--- src/rtl/arith_op_scheduler.sv ---
// rtl/arith_op_scheduler.sv - round-robin scheduler sharing one add/subtract datapath between two requesters
// Optional per-requester operation counters: define ARITH_SCHED_STATS_EN.
module arith_op_scheduler #(
  parameter int OPW  = 17,
  parameter int RESW = 20
) (
  input  logic            clk,
  input  logic            rst_n,
  input  logic            req0_valid,
  output logic            req0_ready,
  input  logic            req0_op,
  input  logic [OPW-1:0]  req0_a,
  input  logic [OPW-1:0]  req0_b,
  input  logic            req1_valid,
  output logic            req1_ready,
  input  logic            req1_op,
  input  logic [OPW-1:0]  req1_a,
  input  logic [OPW-1:0]  req1_b,
  output logic            rsp_valid,
  input  logic            rsp_ready,
  output logic            rsp_id,
  output logic [RESW-1:0] rsp_result,
  output logic            rsp_neg,
`ifdef ARITH_SCHED_STATS_EN
  output logic [15:0]     ops0_cnt,
  output logic [15:0]     ops1_cnt,
`endif
  output logic            busy
);

  typedef enum logic [1:0] {IDLE, EXEC, RESP} state_t;

  state_t          state, state_nxt;
  logic            last_grant;
  logic            op_r;
  logic            id_r;
  logic [OPW-1:0]  a_r, b_r;
  logic [RESW-1:0] ext_a, ext_b, result;

  always_ff @(posedge clk or negedge rst_n) begin
    if (!rst_n) state <= IDLE;
    else        state <= state_nxt;
  end

  // Contention goes to whichever requester was not served last.
  always_comb begin
    state_nxt  = state;
    req0_ready = 1'b0;
    req1_ready = 1'b0;
    case (state)
      IDLE: begin
        req0_ready = req0_valid && (!req1_valid || last_grant);
        req1_ready = req1_valid && (!req0_valid || !last_grant);
        if (req0_valid || req1_valid) state_nxt = EXEC;
      end
      EXEC:    state_nxt = RESP;
      RESP:    if (rsp_ready) state_nxt = IDLE;
      default: state_nxt = IDLE;
    endcase
  end

  assign ext_a  = {{(RESW-OPW){1'b0}}, a_r};
  assign ext_b  = {{(RESW-OPW){1'b0}}, b_r};
  assign result = op_r ? (ext_a - ext_b) : (ext_a + ext_b);
  assign busy   = (state != IDLE);

  always_ff @(posedge clk or negedge rst_n) begin
    if (!rst_n) begin
      last_grant <= 1'b1;
      op_r       <= 1'b0;
      id_r       <= 1'b0;
      a_r        <= '0;
      b_r        <= '0;
      rsp_valid  <= 1'b0;
      rsp_id     <= 1'b0;
      rsp_result <= '0;
      rsp_neg    <= 1'b0;
    end else begin
      case (state)
        IDLE: begin
          if (req0_ready) begin
            op_r       <= req0_op;
            a_r        <= req0_a;
            b_r        <= req0_b;
            id_r       <= 1'b0;
            last_grant <= 1'b0;
          end else if (req1_ready) begin
            op_r       <= req1_op;
            a_r        <= req1_a;
            b_r        <= req1_b;
            id_r       <= 1'b1;
            last_grant <= 1'b1;
          end
        end
        EXEC: begin
          rsp_result <= result;
          rsp_neg    <= result[RESW-1];
          rsp_id     <= id_r;
          rsp_valid  <= 1'b1;
        end
        RESP: begin
          if (rsp_ready) rsp_valid <= 1'b0;
        end
        default: ;
      endcase
    end
  end

`ifdef ARITH_SCHED_STATS_EN
  always_ff @(posedge clk or negedge rst_n) begin
    if (!rst_n) begin
      ops0_cnt <= '0;
      ops1_cnt <= '0;
    end else begin
      if (req0_ready && ops0_cnt != 16'hFFFF) ops0_cnt <= ops0_cnt + 16'd1;
      if (req1_ready && ops1_cnt != 16'hFFFF) ops1_cnt <= ops1_cnt + 16'd1;
    end
  end
`endif

endmodule

--- config.mk ---
export PLATFORM = sky130hd
export DESIGN_NAME = arith_op_scheduler
export DESIGN_NICKNAME = d
export VERILOG_FILES = /design/src/rtl/arith_op_scheduler.sv
export SDC_FILE = /design/constraint.sdc
export NUM_CORES = 1
export LEC_CHECK = 0
export ABC_CLOCK_PERIOD_IN_PS = 3200
export BUFFER_PORTS_ARGS = -buffer_cell sky130_fd_sc_hd__buf_2
export CAP_MARGIN = 20
export CORE_MARGIN = 2
export CORE_UTILIZATION = 60
export CTS_CLUSTER_DIAMETER = 80
export DETAILED_ROUTE_END_ITERATION = 8
export PLACE_DENSITY = 0.87
export SYNTH_ARGS = -nofsm -noshare
export SYNTH_HDL_FRONTEND = slang
export SYNTH_SLANG_ARGS = --single-unit
--- constraint.sdc ---
create_clock -name clk -period 3.2 [get_ports clk]
set_clock_uncertainty 0.05 [all_clocks]
set_input_delay 0.16 -clock clk [delete_from_list [all_inputs] [get_ports clk]]
set_output_delay 0.16 -clock clk [all_outputs]
set_load 0.005 [all_outputs]
==> results.ini, run 1 <==
[status]
outcome = complete, no violations

[sta]
setup_viol = 0
final_hold_viol_count = 0
worst_hold_slack_ns = 0.00900
drv_slew = 0
fmax_mhz = 380
layout_worst_path_cycle_share = 0.822
layout_setup_ws_ns = 0.571
fin_setup_tns_ns = 0
slew_headroom = 0.377
finalCriticalPeriod_ns = 2.63
rsz0062_at_grt = no
worstMarginPinSlew_ns = 0.934

[floorplanning]
die-area_um2 = 8190
ioPinCount = 101
fp.dieH_um = 90.5
core-area_um2 = 7250
dieWidth_um = 90.5
rows = 31
start_util = 0.619

[clocking]
path_clk_slew_ns = 0.07
clock_sinks = 60
cts_tree = yes
ctsLongestPathBuffers = 2
cts-root-buf = clkbuf_8
cts_made_buffers = 9
insertion_delay_ns = 0.34
post_cts_buffers = 0
h-tree-depth = 3

[yosys]
synth.net_count = 674
avgSynthCellArea_um2 = 7.97
syn_area_um2 = 4490
synthCells = 563
synth-main-ff-cell = dfrtp_1
ys_ff_latch = 60
ys_types = 66
yosysWarnings = 0
synth-edff-count = 0
synthArstFlopShare = 1.00
ys_seq_area_frac = 0.335
synth_area_leaders = dfrtp_1 (33%), ha_1 (9.5%), nand2_1 (9.0%)
synth.largest_area_cell = dfrtp_1
synth.top_cell.area_share = 0.329

[cells_and_area]
drive_above_1_share = 0.211
fin_cells = 748
layout_common_cells = nand2_1 (107), buf_2 (100), nor2_1 (59), dfrtp_1 (59), a31oi_1 (41)
final_common_cell = nand2_1
syn2layout_area_growth_pct = 15.3
finalInstanceArea_um2 = 5170
n_fill_cell = 598
antenna_cells = 0
finalNetCount = 756

[grt]
grt_max_degree = 61
grt_usage = 0.289
grt_pass1_vias = 4021
antenna_found_initial = 0
gr-total-overflow = 0
grt_pass1_wl_um = 19200

[detailed_routing]
via_per_inst = 5.82
firstDrtPassIters = 5
ant_nets = 0
num_vias = 4353
drt-initial-drc-count = 407
drt-total-wl_um = 11500
routedWlPerCell_um = 15.3
drc = 0

[critical_path]
slowest_stage = dfrtp_1
critPathRequiredTime_ns = 3.35
crit_family = simple AND/OR/NAND/NOR gates
critPathLaunchType = flip-flop
crit_chain = ha_1 -> inv_1 -> fa_1 -> o21bai_1 -> a2111oi_4 -> nor4_1 -> o41ai_2 -> nor3_1 -> o31ai_2
crit_buf_inv = 1
crit_path_end_kind = flip-flop
cp_max_fo = 4
arrival_ns = 2.78
critical_path.max_stage_delay_ns = 0.38
worstSetupPathType = flip-flop to flip-flop

[placement]
dp_worst_setup_slack_ns = 0.656
placed_area_um2 = 4960
place_hpwl_um = 8650
portBuffers = 100
place.gp.congestion = 0.890
place_inst = 732

[power_and_ir_drop]
p_leak_nw = 2.50
peakVddDrop_v = 0.000837
pwr_density_cell_nw_per_um2 = 1300

[job]
maxCapViolations = 0

[worst_hold_path]
hp-class = input port to flip-flop

## per-layer routing
metal,vias to the layer above,share of wire,GRT usage
li1,2120,-,-
met1,2018,0.46,0.426
met2,198,0.44,0.439
met3,17,0.077,0.0518
met4,0,0.014,0.0769
met5,-,0,0
## state kept, by name (all words and copies together) (netlist names)
name        count
b_r            17
last_grant      1
id_r            1
op_r            1
rsp_result     19
state           2
rsp_valid       1
a_r            17
rsp_id          1
## what timing repair did
action                                 4_1_cts  5_1_grt
hold buffers                                 1        0
endpoints found under the hold margin       59        0
resized for setup                            0        0
## synthesized netlist by cell type, drive strengths merged, types with 10 or more instances
| cell type | instances |
|---|---|
| inv | 40 |
| buf | 11 |
| nand3 | 12 |
| a21oi | 32 |
| nand2 | 107 |
| clkbuf | 24 |
| o21ai | 29 |
| a31oi | 41 |
| nor2 | 60 |
| ha | 34 |
| nor3 | 11 |
| dfrtp | 59 |
| nor2b | 10 |
## cells by family after synthesis
logic type               after synthesis  synth area share
XOR/XNOR                               7            0.0137
multiplexers                           1           0.00223
adder cells (fa/ha/maj)               36             0.104
AND/OR/NAND/NOR                      228             0.228
flip-flops                            60             0.335
AO/OA/AOI/OAI                        155             0.236
buffers and inverters                 76            0.0809
## through the flow
stage / utilization / power (mW)
4_1_cts: 0.713 / 6.63
3_3_place_gp: 0.684 / 5.72
3_5_place_dp: 0.684 / 5.89
2_1_floorplan: - / 4.91
5_1_grt: 0.713 / 7.30
6_report: 0.713 / 6.72
## worst register-to-register path: cells and delay by family (launching register included)
| kind | cells | cell delay (ns) |
|---|---|---|
| and+or+nand+nor | 2 | 0.73 |
| AOI/OAI and AO/OA | 4 | 0.70 |
| adders and majority gates | 2 | 0.57 |
| DFF | 1 | 0.38 |
| buffers and inverters | 1 | 0.06 |
## path summary, 6_finish.rpt
| path | slack, ns | end | depth (start not counted) | from |
|---|---|---|---|---|
| max in group asynchronous | 2.16 | b_r[4] | 3 | rst_n |
| hold / removal | 0.009 | a_r[13] | 3 | req0_a[13] |
| setup / recovery | 0.57 | rsp_result[8] | 9 | a_r[0] |
| hold reg to reg | 0.42 | rsp_result[10] | 2 | rsp_result[10] |
| setup reg to reg | 0.57 | rsp_result[8] | 9 | a_r[0] |
| min in group asynchronous | 0.44 | rsp_result[12] | 3 | rst_n |
## power by group
| group | switching (mW) | total (mW) | internal, mW | leakage [nW] |
|---|---|---|---|---|
| Clock | 0.300 | 0.720 | 0.420 | 0.103 |
| Sequential | 0.303 | 1.46 | 1.16 | 0.694 |
| Combinational | 2.80 | 4.54 | 1.73 | 1.70 |
## layout make-up
cell class / count / area [um^2] / share of cell area
tap: 99 / 124 / 0.0239
timing repair buffer: 106 / 561 / 0.108
clock inverter: 1 / 30.0 / 0.00581
clock buffer: 14 / 173 / 0.0334
inverter: 41 / 154 / 0.0298
sequential: 60 / 1500 / 0.291
multi-input combinational: 427 / 2630 / 0.508
Power figures use the tool's default switching activity.
==> run 2, diff against run 1 <==
ABC_AREA = 1   (was default)
ABC_CLOCK_PERIOD_IN_PS = 2700   (was 3200)
CORE_UTILIZATION = 56   (was 60)
PLACE_DENSITY = 0.82   (was 0.87)
clock period = 2.7 ns   (was 3.2 ns; I/O delays follow)
==> run 2 against run 1 <==
Compared with the run above: register-to-register slack got worse by 0.23 ns; sequential share of layout area decreased by 2.4 points; sequential cell count unchanged; fmax increased by 11%; synthesized area increased by 5.4%; worst setup slack got worse by 0.23 ns; clock-buffer cell count decreased by 3; combinational power increased by 36%; critical path type unchanged; largest power group unchanged.
==> results.ini, run 2 <==
[placement]
place_hpwl_um = 9890  ; was 8650 um
dp_worst_setup_slack_ns = 0.538  ; was 0.656 ns
placed_area_um2 = 5180  ; was 4960 um^2
place.gp.congestion = 0.971  ; was 0.890
place_inst = 886  ; was 732
portBuffers = 100  ; unchanged

[detailed_routing]
drt-total-wl_um = 13300  ; was 11,500 um
via_per_inst = 5.47  ; was 5.82
drc = 0  ; unchanged
drt-initial-drc-count = 331  ; was 407
ant_nets = 0  ; unchanged
firstDrtPassIters = 5  ; unchanged
num_vias = 5072  ; was 4,353
routedWlPerCell_um = 14.4  ; was 15.3 um

[yosys]
synthArstFlopShare = 1.00  ; unchanged
synth.top_cell.area_share = 0.312  ; was 0.329
avgSynthCellArea_um2 = 6.68  ; was 7.97 um^2
yosys.cell_count.top_type = nand2_1  ; unchanged
ys_ff_latch = 60  ; unchanged
synth-edff-count = 0  ; unchanged
synth_area_leaders = dfrtp_1 (31%), nand2_1 (18%), ha_1 (9.0%)  ; was dfrtp_1 (33%), ha_1 (9.5%), nand2_1 (9.0%)
yosysWarnings = 0  ; unchanged
synth.net_count = 819  ; was 674
ys_seq_area_frac = 0.318  ; was 0.335
synthCells = 708  ; was 563
yosys-top-cells-count = nand2_1 (231), inv_1 (90), nor2_1 (89), dfrtp_1 (59)  ; was nand2_1 (107), nor2_1 (60), dfrtp_1 (59), a31oi_1 (41), inv_1 (40)
ys_types = 39  ; was 66
synth-main-ff-cell = dfrtp_1  ; unchanged
syn_area_um2 = 4730  ; was 4490 um^2
synth.largest_area_cell = dfrtp_1  ; unchanged

[grt]
antenna_found_initial = 0  ; unchanged
grt_pass1_vias = 4637  ; was 4,021
grt_usage = 0.298  ; was 0.289
gr-total-overflow = 0  ; unchanged
grt_pass1_wl_um = 21300  ; was 19,200 um
grt_max_degree = 53  ; was 61

[cells_and_area]
layout_common_cells = nand2_1 (231), buf_2 (100), inv_1 (90)  ; was nand2_1 (107), buf_2 (100), nor2_1 (59), dfrtp_1 (59), a31oi_1 (41)
antenna_cells = 0  ; unchanged
drive_above_1_share = 0.158  ; was 0.211
regMostFlops = rsp_result  ; unchanged
final_common_cell = nand2_1  ; unchanged
postLayoutCoreUtil = 0.687  ; was 0.713
finalInstanceArea_um2 = 5640  ; was 5170 um^2
finalNetCount = 930  ; was 756
largest_register_ffs = 19  ; unchanged
reg_top3 = rsp_result x19, a_r x17, b_r x17  ; unchanged
fin_cells = 928  ; was 748
syn2layout_area_growth_pct = 19.3  ; was 15.3%

[job]
maxCapViolations = 0  ; unchanged

[critical_path]
critical_path.max_stage_delay_ns = 0.58  ; was 0.38 ns
slowest_stage = dlygate4sd3_1  ; was dfrtp_1
worstSetupPathType = flip-flop to flip-flop  ; unchanged
worstReg2RegEnd = a_r[14]  ; was rsp_result[8]
crit_family = buffers and inverters  ; was simple AND/OR/NAND/NOR gates
cp.depth = 7  ; was 9
critPathLaunchType = flip-flop  ; unchanged
crit_chain = nor2_2 -> o211ai_2 -> nand2_2 -> buf_12 -> nor2_1 -> a31oi_1 -> dlygate4sd3_1  ; was ha_1 -> inv_1 -> fa_1 -> o21bai_1 -> a2111oi_4 -> nor4_1 -> o41ai_2 -> nor3_1 -> o31ai_2
r2r_setup_slack_ns = 0.34  ; was 0.57 ns
crit_path_end_kind = flip-flop  ; unchanged
arrival_ns = 2.58  ; was 2.78 ns
cp_max_fo = 52  ; was 4
critPathRequiredTime_ns = 2.92  ; was 3.35 ns
reg2reg_depth = 7  ; was 9
crit_buf_inv = 2  ; was 1
rr_startpoint = state[1]  ; was a_r[0]

[power_and_ir_drop]
p_leak_nw = 3.09  ; was 2.50 nW
peakVddDrop_v = 0.000913  ; was 0.000837 V
totalPowerFinal_mw = 8.71  ; was 6.72 mW
pwr_density_cell_nw_per_um2 = 1540  ; was 1300 nW/um^2

[status]
outcome = complete, no violations  ; unchanged

[sta]
fmax_mhz = 424  ; was 380 MHz
setup_viol = 0  ; unchanged
worstMarginPinSlew_ns = 0.648  ; was 0.934 ns
layout_setup_ws_ns = 0.341  ; was 0.571 ns
layout_worst_path_cycle_share = 0.874  ; was 0.822
final_hold_viol_count = 0  ; unchanged
rsz0062_at_grt = no  ; unchanged
finalCriticalPeriod_ns = 2.36  ; was 2.63 ns
slew_headroom = 0.567  ; was 0.377
fin_setup_tns_ns = 0  ; unchanged
worst_hold_slack_ns = 0.00830  ; was 0.00900 ns
drv_slew = 0  ; unchanged

[clocking]
path_clk_slew_ns = 0.08  ; was 0.07 ns
cts-resized-gates = 0  ; unchanged
clock_sinks = 60  ; unchanged
cts_made_buffers = 9  ; unchanged
ctsLongestPathBuffers = 2  ; unchanged
cts_tree = yes  ; unchanged
cts-root-buf = clkbuf_8  ; unchanged
h-tree-depth = 3  ; unchanged
insertion_delay_ns = 0.34  ; about the same

[floorplanning]
fp.dieH_um = 95.9  ; was 90.5 um
start_util = 0.575  ; was 0.619
die-area_um2 = 9190  ; was 8190 um^2
core-area_um2 = 8220  ; was 7250 um^2
ioPinCount = 101  ; unchanged
dieWidth_um = 95.9  ; was 90.5 um
rows = 33  ; was 31

[worst_hold_path]
hold_path_end = b_r[14]  ; was a_r[13]
hold_depth = 3  ; unchanged
hp-class = input port to flip-flop  ; unchanged
min-delay-start = req0_b[14]  ; was req0_a[13]

run 2: changes by cell type in the layout (fill, tap and decap cells not counted), sizes merged, moves of 18 or more:
| cell | change |
|---|---|
| nand3 | +27 |
| nor2 | +31 |
| o22ai | +18 |
| nand2 | +125 |
| a31oi | -24 |
| dlygate4sd3 | +26 |
| inv | +52 |
run 2: cells by family (layout without fill, tap and decap cells):
logic type / after synthesis / in the layout / synth area share
fa+ha+maj: 36 / 36 / 0.0984
flops: 60 / 60 / 0.318
buf+inv: 125 / 240 / 0.123
simple gates: 379 / 379 / 0.325
compound gates: 103 / 103 / 0.126
xor+xnor: 5 / 5 / 0.00926
run 2: worst max path at each step:
stage | start | end
after floorplan | b_r[0] | rsp_result[16]
after global placement | b_r[0] | rsp_result[16]
after detailed placement | a_r[1] | rsp_result[12]
after CTS | state[1] | a_r[14]
after global routing | state[1] | a_r[10]
final | state[1] | a_r[14]
run 2: report_power, final:
part           total (mW)  internal [mW]  leakage, nW  switching [mW]
combinational        6.18           2.21         2.29            3.97
clock               0.833          0.446       0.0914           0.387
sequential           1.69           1.38        0.703           0.313
total                8.71           4.04         3.09            4.67
run 2: what timing repair did:
action                                 CTS  global route
endpoints found under the hold margin   33             0
setup buffers                            0             0
hold buffers                            27             0
run 2: worst min-delay path, stage by stage:
cell and delay [ns]:
buf_2 0.08, nor2_1 0.04, o22ai_1 0.11
run 2: cell type report:
class	count	area, um^2
inverters	93	354
clock inverters	4	50.0
flip-flops and latches	60	1500
clock buffers	11	141
well taps	105	131
repair buffers	132	821
fillers	742	2570
multi-input cells	523	2640
run 2: metal layers:
| layer | vias to the layer above | routed length, um | track usage | share of wire |
|---|---|---|---|---|
| li1 | 2467 | - | - | - |
| met1 | 2331 | 6080 | 0.417 | 0.46 |
| met2 | 249 | 6060 | 0.478 | 0.45 |
| met3 | 25 | 936 | 0.0399 | 0.070 |
| met4 | 0 | 262 | 0.0964 | 0.020 |
| met5 | - | 0 | 0 | 0 |
